## src/rtl/wb_ctrl_pkg.sv

```systemverilog
// wb_ctrl_pkg: shared constants and types for the writeback controller.
//   XLEN     - integer data width
//   NREG     - number of architectural integer registers
//   AW       - register index width
//   REG_ZERO - index of the hardwired-zero register x0
//   wb_entry_t - one buffered writeback {rd, wd}
package wb_ctrl_pkg;

  localparam int unsigned XLEN = 32;
  localparam int unsigned NREG = 32;
  localparam int unsigned AW   = 5;

  localparam logic [AW-1:0] REG_ZERO = '0;

  typedef struct packed {
    logic [AW-1:0]   rd;
    logic [XLEN-1:0] wd;
  } wb_entry_t;

endpackage

```

## src/rtl/wb_ctrl_sync_fifo.sv

```systemverilog
// sync_fifo: single-clock FIFO with a valid/ready push side and a pop strobe.
//   clk, rst      - clock, asynchronous active-high reset
//   push_valid_i  - entry offered on push_data_i
//   push_ready_o  - FIFO can accept (forced low while rst is high)
//   push_data_i   - entry to append at the tail
//   pop_i         - remove the head this edge (ignored when empty)
//   head_o        - current head entry (undefined when empty)
//   count_o       - number of stored entries, 0..DEPTH
// DEPTH must be a power of two so the pointers wrap naturally.
module sync_fifo #(
  parameter int unsigned DEPTH = 4,
  parameter int unsigned W     = 37
) (
  input  logic                     clk,
  input  logic                     rst,
  input  logic                     push_valid_i,
  output logic                     push_ready_o,
  input  logic [W-1:0]             push_data_i,
  input  logic                     pop_i,
  output logic [W-1:0]             head_o,
  output logic [$clog2(DEPTH):0]   count_o
);
  import wb_ctrl_pkg::*;

  localparam int unsigned PW = $clog2(DEPTH);
  localparam int unsigned CW = PW + 1;

  logic [PW-1:0] wr_ptr_q, rd_ptr_q;
  logic [CW-1:0] count_q;
  logic [W-1:0]  mem_q [DEPTH];
  logic          do_push, do_pop;

  // Ready depends only on registered count so it never combinationally
  // follows the push/pop inputs.
  assign push_ready_o = !rst && (count_q != CW'(DEPTH));
  assign do_push      = push_valid_i && push_ready_o;
  assign do_pop       = pop_i && (count_q != '0);
  assign head_o       = mem_q[rd_ptr_q];
  assign count_o      = count_q;

  always_ff @(posedge clk or posedge rst) begin
    if (rst) begin
      wr_ptr_q <= '0;
      rd_ptr_q <= '0;
      count_q  <= '0;
    end else begin
      if (do_push) wr_ptr_q <= wr_ptr_q + 1'b1;
      if (do_pop)  rd_ptr_q <= rd_ptr_q + 1'b1;
      case ({do_push, do_pop})
        2'b10:   count_q <= count_q + 1'b1;
        2'b01:   count_q <= count_q - 1'b1;
        default: count_q <= count_q;
      endcase
    end
  end

  // Storage needs no reset: contents are only visible through count.
  always_ff @(posedge clk) begin
    if (do_push) mem_q[wr_ptr_q] <= push_data_i;
  end

endmodule

```

## src/rtl/wb_ctrl.sv

```systemverilog
// wb_ctrl: writeback controller driving the integer regfile write port.
//   clk, rst             - clock, asynchronous active-high reset
//   alu_valid/rd/wd      - single-cycle ALU result, no backpressure, has priority
//   lsu_valid/ready/rd/wd- LSU result offer into the result FIFO
//   mark_valid/mark_rd   - long-latency op issued; sets busy[mark_rd]
//   we/rd/wd             - registered regfile write port
//   busy                 - per-register pending-write scoreboard (bit 0 always 0)
module wb_ctrl #(
  parameter int unsigned XLEN  = wb_ctrl_pkg::XLEN,
  parameter int unsigned NREG  = wb_ctrl_pkg::NREG,
  parameter int unsigned AW    = wb_ctrl_pkg::AW,
  parameter int unsigned DEPTH = 4
) (
  input  logic            clk,
  input  logic            rst,
  input  logic            alu_valid,
  input  logic [AW-1:0]   alu_rd,
  input  logic [XLEN-1:0] alu_wd,
  input  logic            lsu_valid,
  output logic            lsu_ready,
  input  logic [AW-1:0]   lsu_rd,
  input  logic [XLEN-1:0] lsu_wd,
  input  logic            mark_valid,
  input  logic [AW-1:0]   mark_rd,
  output logic            we,
  output logic [AW-1:0]   rd,
  output logic [XLEN-1:0] wd,
  output logic [NREG-1:0] busy
);
  import wb_ctrl_pkg::*;

  localparam int unsigned CW = $clog2(DEPTH) + 1;

  logic [AW+XLEN-1:0] head;
  logic [AW-1:0]      head_rd;
  logic [XLEN-1:0]    head_wd;
  logic [CW-1:0]      fifo_count;
  logic               do_pop;

  logic            we_q, we_d;
  logic [AW-1:0]   rd_q, rd_d;
  logic [XLEN-1:0] wd_q, wd_d;
  logic [NREG-1:0] busy_q, busy_d;

  assign {head_rd, head_wd} = head;

  // ALU results have strict priority; the FIFO drains only in ALU bubbles.
  assign do_pop = !alu_valid && (fifo_count != '0);

  sync_fifo #(
    .DEPTH (DEPTH),
    .W     (AW + XLEN)
  ) u_fifo (
    .clk          (clk),
    .rst          (rst),
    .push_valid_i (lsu_valid),
    .push_ready_o (lsu_ready),
    .push_data_i  ({lsu_rd, lsu_wd}),
    .pop_i        (do_pop),
    .head_o       (head),
    .count_o      (fifo_count)
  );

  always_comb begin
    we_d   = 1'b0;
    rd_d   = rd_q;
    wd_d   = wd_q;
    busy_d = busy_q;

    if (alu_valid) begin
      we_d = (alu_rd != REG_ZERO);
      rd_d = alu_rd;
      wd_d = alu_wd;
    end else if (do_pop) begin
      we_d = (head_rd != REG_ZERO);
      rd_d = head_rd;
      wd_d = head_wd;
    end

    if (do_pop && (head_rd != REG_ZERO)) busy_d[head_rd] = 1'b0;
    // Applied after the clear so a same-edge mark of the popped index wins.
    if (mark_valid && (mark_rd != REG_ZERO)) busy_d[mark_rd] = 1'b1;
    busy_d[0] = 1'b0;
  end

  always_ff @(posedge clk or posedge rst) begin
    if (rst) begin
      we_q   <= 1'b0;
      rd_q   <= '0;
      wd_q   <= '0;
      busy_q <= '0;
    end else begin
      we_q   <= we_d;
      rd_q   <= rd_d;
      wd_q   <= wd_d;
      busy_q <= busy_d;
    end
  end

  assign we   = we_q;
  assign rd   = rd_q;
  assign wd   = wd_q;
  assign busy = busy_q;

  // An ALU write to a register with a pending long-latency write is a WAW hazard.
  a_no_waw: assert property (@(posedge clk) disable iff (rst)
    !(alu_valid && busy_q[alu_rd]));

endmodule

```

## config.mk

```make
export PLATFORM = sky130hd
export DESIGN_NAME = wb_ctrl
export DESIGN_NICKNAME = d
export VERILOG_FILES = /design/src/rtl/wb_ctrl_pkg.sv /design/src/rtl/wb_ctrl_sync_fifo.sv /design/src/rtl/wb_ctrl.sv
export SDC_FILE = /design/constraint.sdc
export NUM_CORES = 1
export LEC_CHECK = 0
export BUFFER_PORTS_ARGS = -buffer_cell sky130_fd_sc_hd__buf_2
export CAP_MARGIN = 10
export CORE_MARGIN = 10
export CORE_UTILIZATION = 33
export CTS_CLUSTER_DIAMETER = 80
export CTS_CLUSTER_SIZE = 14
export DETAILED_ROUTE_END_ITERATION = 16
export GPL_TIMING_DRIVEN = 0
export PLACE_DENSITY = 0.52
export SYNTH_ARGS = -nofsm -noshare
export SYNTH_HDL_FRONTEND = slang
export SYNTH_SLANG_ARGS = --single-unit
```

## constraint.sdc

```tcl
create_clock -name clk -period 2.75 [get_ports clk]
set_input_delay 0.825 -clock clk [delete_from_list [all_inputs] [get_ports clk]]
set_output_delay 0.825 -clock clk [all_outputs]
set_load 0.01 [all_outputs]
```

; Word-level counts from Yosys, hierarchy flattened
; Memory sizes are Yosys's and may differ from the RTL's.
; Index checks and enable logic that the tools add are counted.
[word_totals]
word_cells = 53
inputBits = 84
register_bits = 76
ramBits = 148
n_memories = 1
out_inout_bits = 71
[memory_table]
columns = memory, depth, width, read_ports, rd_clocked_by_memory_dff, wr, line_no
row1 = u_fifo.mem_q, 4, 37, 1, 0, 1, wb_ctrl_sync_fifo.sv:30  ; logic [W-1:0] mem_q [DEPTH];
[classes]
bitwise_logic = 3
n_addsub = 4
n_reduce_logical = 16
n_lt_le_gt_ge = 4
eq_ne = 3
n_mux = 15
[op_table]
columns = operator, count
row1 = $mux 32, 4
row2 = $and 32x32->32, 1
row3 = $not 32->32, 1
row4 = $or 32x32->32, 1
row5 = $reduce_bool 5->1, 3
row6 = $lt 5x6->1 const B, 2
row7 = $demux 1 s5, 2
row8 = $ge 5x1->1 const B, 2
row9 = $mux 5, 2
row10 = $logic_and 1x1->1, 8
row11 = $mux 1, 6
row12 = $pmux 3 s2, 1
row13 = $add 2x1->2 const B, 2
row14 = $reduce_bool 2->1, 2
row15 = $add 3x1->3 const B, 1
row16 = $ne 3x3->1 const B, 1
row17 = $reduce_bool 3->1, 1
row18 = $sub 3x1->3 const B, 1
row19 = $eq 2x1->1 const B, 1
row20 = $eq 2x2->1 const B, 1
row21 = $logic_not 1->1, 2

; Depth between registers and ports, before layout
; An unclocked memory read counts as a cell.
[logic_depth]
ltp_word = 10
depth_mapped = 10
ltp_nobuf = 10

; By module
; A second synthesis with hierarchy kept.
[hier_totals]
hier_cells = 554
hier_area_um2 = 9078.7
[modules_own_cells]
columns = module, seq_area_each_um2, cells_each, area_each_um2, n_inst
row1 = sync_fifo, 4619.4, 232, 5756.8, 1
row2 = wb_ctrl, 1726.7, 322, 3321.9, 1

; Worst setup path before layout
; Ideal clock, no wire load.
[synth_timing]
path_type = input-to-reg
from = input alu_valid
to = register u_fifo.count_q[2], in the netlist u_fifo.count_o[2]
required_ns = 2.671
path_buffers = 2
path_slack_ns = 0.043
stages = 9
arrival_time_ns = 2.627
setup_time_ns = 0.079
path_cell_list = clkbuf_1 -> buf_2 -> nor2_1 -> ha_1 -> inv_1 -> fa_1 -> xor2_1 -> nor2_1 -> xor2_1
[synth_via]
elab_chain_len = 5
elab_cells_between_ends = 7
cone_classes = eq/ne (2) / mux (1) / reduce/logical (4)
[synth_lines]
columns = element, line_no
row1 = "start, declared", wb_ctrl.sv:16  ; input logic alu_valid,
row2 = $logic_not 1->1 (*), wb_ctrl.sv:48  ; assign do_pop = !alu_valid && (fifo_count != '0);
row3 = $logic_and 1x1->1 (*), wb_ctrl.sv:48
row4 = $logic_and 1x1->1 (*), wb_ctrl_sync_fifo.sv:37  ; assign do_pop = pop_i && (count_q != '0);
row5 = via u_fifo.do_pop, wb_ctrl_sync_fifo.sv:31  ; logic do_push, do_pop;
row6 = $eq 2x1->1 / $eq 2x2->1 (equally long branches), wb_ctrl_sync_fifo.sv:49  ; case ({do_push, do_pop})
row7 = $pmux 3 s2 / $reduce_bool 2->1 (equally long branches), --
row8 = "end signal, assigned", wb_ctrl_sync_fifo.sv:50  ; 2'b10: count_q <= count_q + 1'b1;
row9 = "end signal, assigned", wb_ctrl_sync_fifo.sv:51  ; 2'b01: count_q <= count_q - 1'b1;
row10 = "end signal, assigned", wb_ctrl_sync_fifo.sv:52  ; default: count_q <= count_q;
row11 = "end, declared", wb_ctrl_sync_fifo.sv:29  ; logic [CW-1:0] count_q;
; Mark *: on every way through the listed nets, which the timed path passes. The rest lies on a longest branch.
; A chain may end at the register's enable or synchronous reset.

; Worst setup path in the final report
; Same ends and word-level chain as after synthesis.

==> metrics <==
crit-path cells clkbuf_1 > buf_2 > nor2_2 > ha_1 > inv_1 > fa_1 > xor2_1 > nor2_1 > xor2_1; Die Height 183 um; clock root buffer clkbuf_16; critical path type primary input to flip-flop; first-pass GRT wire length between 30000 and 40000 um; final setup fails 0; Gate power share between 30% and 40%; P_leak 4.16 nW; input/output buffers 152; sequential fraction of design power between 40% and 50%; commonest non-fill, non-tap cells in the layout 162 x buf_2, 148 x edfxtp_1, 98 x nand2_1; Hold/Removal Path Class flip-flop to flip-flop; PwrDens approximately 1000 nW/um2; Net Sw Power 3.43 mW; switch share 32.3%; ys async rst share 33.9%; die area 33700 um2; CTS H-tree depth 1; I/O Pins 155; Slew headroom 40.4%; fin nets 822; Final Hold Fails 0; CTS buffer count 20; antenna-violating nets left 0; hpwl dp roughly 16000 um; GRT overflow 0; Netlist cell types 37; routability congestion estimate 0.852; Final Max Tran Viols 0; Post-CTS Hold Fix Bufs 0; vias post-DR around 5400; Clk pwr share 24.6%; Post-Syn Nets 642; total negative setup slack 0 ns; via count of the first global-routing pass 5935; routed wire length 22700 um; Core ar. 26200 um2; EDFF count, synth between 100 and 150; worst path arrival time slightly below 3 ns; Crit path required time approximately 3.2 ns; Row Count 59; CP startpoint kind primary input; # placed instances around 1000; syn_area_per_cell 16.0 um2; drc violations 0; P&R area growth vs syn 21.7%; latest clock arrival within the worst-skew pair 0.49 ns; critical path's slowest cell nor2_2; Critical Path Sink Type flip-flop; Setup Skew 0.0182 ns; Clock transition at path regs approximately 0.06 ns; final worst path period share 93.4%; Seq/Total Area, Yosys 71.9%; largest net degree at the start of global routing 43; Yosys top cell by area edfxtp_1; post-layout min period 2.57 ns; DRT iter0 DRCs 363; Sink Count about 220; f_max just under 400 MHz; post-synthesis cell area 8820 um2; Die Wd 183 um; drt pass-1 iters 5; status finished clean; share of the synthesized area in the top cell type 50.4%; main flop type after synthesis edfxtp_1; Mapped Cells 552; post-synthesis register bit count 224; clk buf depth 3; Wirelength per Cell 20.9 um; Slew @ Worst Pin 0.892 ns; top cells by area, synth edfxtp_1 50%, dfrtp_1 22%, mux4_2 9.4%; RSZ-0062 raised after global routing false; YS warnings 0; commonest non-fill, non-tap cell in the layout buf_2; critical path fanouts, max 10; drt via density around 5; critical path's largest stage delay 0.43 ns; VDD IR-drop max 0.000397 V; Util after Layout 41.0%; clock tree from TritonCTS done; Max-Cap Viols 0; P_int 7.19 mW; Total GRT Usage a little over an eighth; initial core utilization 33.7%; initial antenna violation count 10; most used cell, CP xor2_1; layout cells sized above 1 32.1%; post-route insts no fill 1088
==> registers in the layout (all words and copies together), names as in the netlist <==
register / count
rd: 5
u_fifo.wr_ptr_q: 2
busy: 31
we: 1
wd: 32
u_fifo.rd_ptr_q: 2
u_fifo.count_o: 3
u_fifo.mem_q: 148
==> worst max-delay path, delay by kind of cell <==
kind / cells / cell delay, ns
and+or+nand+nor: 2 / 0.55
buffers and inverters: 3 / 0.64
adders and majority gates: 2 / 0.65
xor gates and xnor gates: 2 / 0.31
==> power groups by stage <==
stage	Sequential [mW]	Clock, mW	Combinational, mW
2_1_floorplan	4.99	0	1.75
5_1_grt	4.84	2.85	3.58
4_1_cts	4.76	2.72	3.32
6_report	4.76	2.62	3.24
3_5_place_dp	4.82	0	3.31
3_3_place_gp	4.79	0	3.19
==> synth_stat cells, types with 4 or more instances <==
library cell    n
mux4_2         37
o21ai_0        42
clkbuf_1        9
a222oi_1        5
buf_2           9
nand2_1        98
edfxtp_1      148
inv_1          12
nor2_1          9
dfrtp_1        76
and3_1          4
buf_1           6
o21ai_1        22
mux2i_1        33
ha_1            5
==> what timing repair did <==
item / 4_1_cts / 5_1_grt
setup buffers: 0 / 0
gates resized for setup: 0 / 2
setup endpoints to repair: 0 / 2
==> kinds of logic after synthesis <==
| logic type | Yosys count | synth area share (%) |
|---|---|---|
| AOI/OAI and AO/OA | 71 | 4.41 |
| xor gates and xnor gates | 6 | 0.596 |
| buffers and inverters | 38 | 1.87 |
| and+or+nand+nor | 135 | 6.88 |
| muxes | 71 | 13.3 |
| other | 1 | 0.0425 |
| adders and majority gates | 6 | 0.936 |
| DFF | 224 | 71.9 |
==> per-stage QoR <==
step / area [um2] / power (mW) / hold slack, ns / worst slack [ns]
detailed placement: 10100 / 8.13 / 0.465 / -0.466
global route: 10700 / 11.3 / 0.501 / 0.0850
global placement: 10000 / 7.98 / 0.461 / -0.780
floorplan: 8820 / 6.73 / 0.485 / 0.0434
finish: 10700 / 10.6 / 0.474 / 0.182
CTS: 10700 / 10.8 / 0.479 / 0.0434
==> final cells by class <==
| class | instances | area [um2] |
|---|---|---|
| antenna | 9 | 22.5 |
| buffer | 26 | 120 |
| clock buffer | 32 | 567 |
| clock inverter | 2 | 20.0 |
| fill | 2387 | 15500 |
| inverter | 12 | 48.8 |
| multi-input combinational | 290 | 2320 |
| sequential | 224 | 6350 |
| tap | 335 | 419 |
| timing repair buffer | 158 | 866 |
==> path summary, 6_finish.rpt <==
check	from	end	slack, ns	cells after the start
setup / recovery	alu_valid	u_fifo.count_o[2]	0.18	9
hold / removal	wd[6]	wd[6]	0.47	2
setup reg to reg	u_fifo.count_o[0]	u_fifo.count_o[2]	0.54	10
hold reg to reg	wd[6]	wd[6]	0.47	2
max in group asynchronous	rst	busy[5]	1.54	3
min in group asynchronous	rst	wd[30]	0.52	2
==> routing by layer <==
metal / global-route usage [%] / wire, um / vias up
li1: - / - / 2444
met1: 16.7 / 9560 / 2745
met2: 21.6 / 10700 / 222
met3: 4.64 / 2180 / 30
met4: 3.38 / 291 / 2
met5: 0 / 11 / -
No activity file was read; power rests on OpenSTA's default activity.
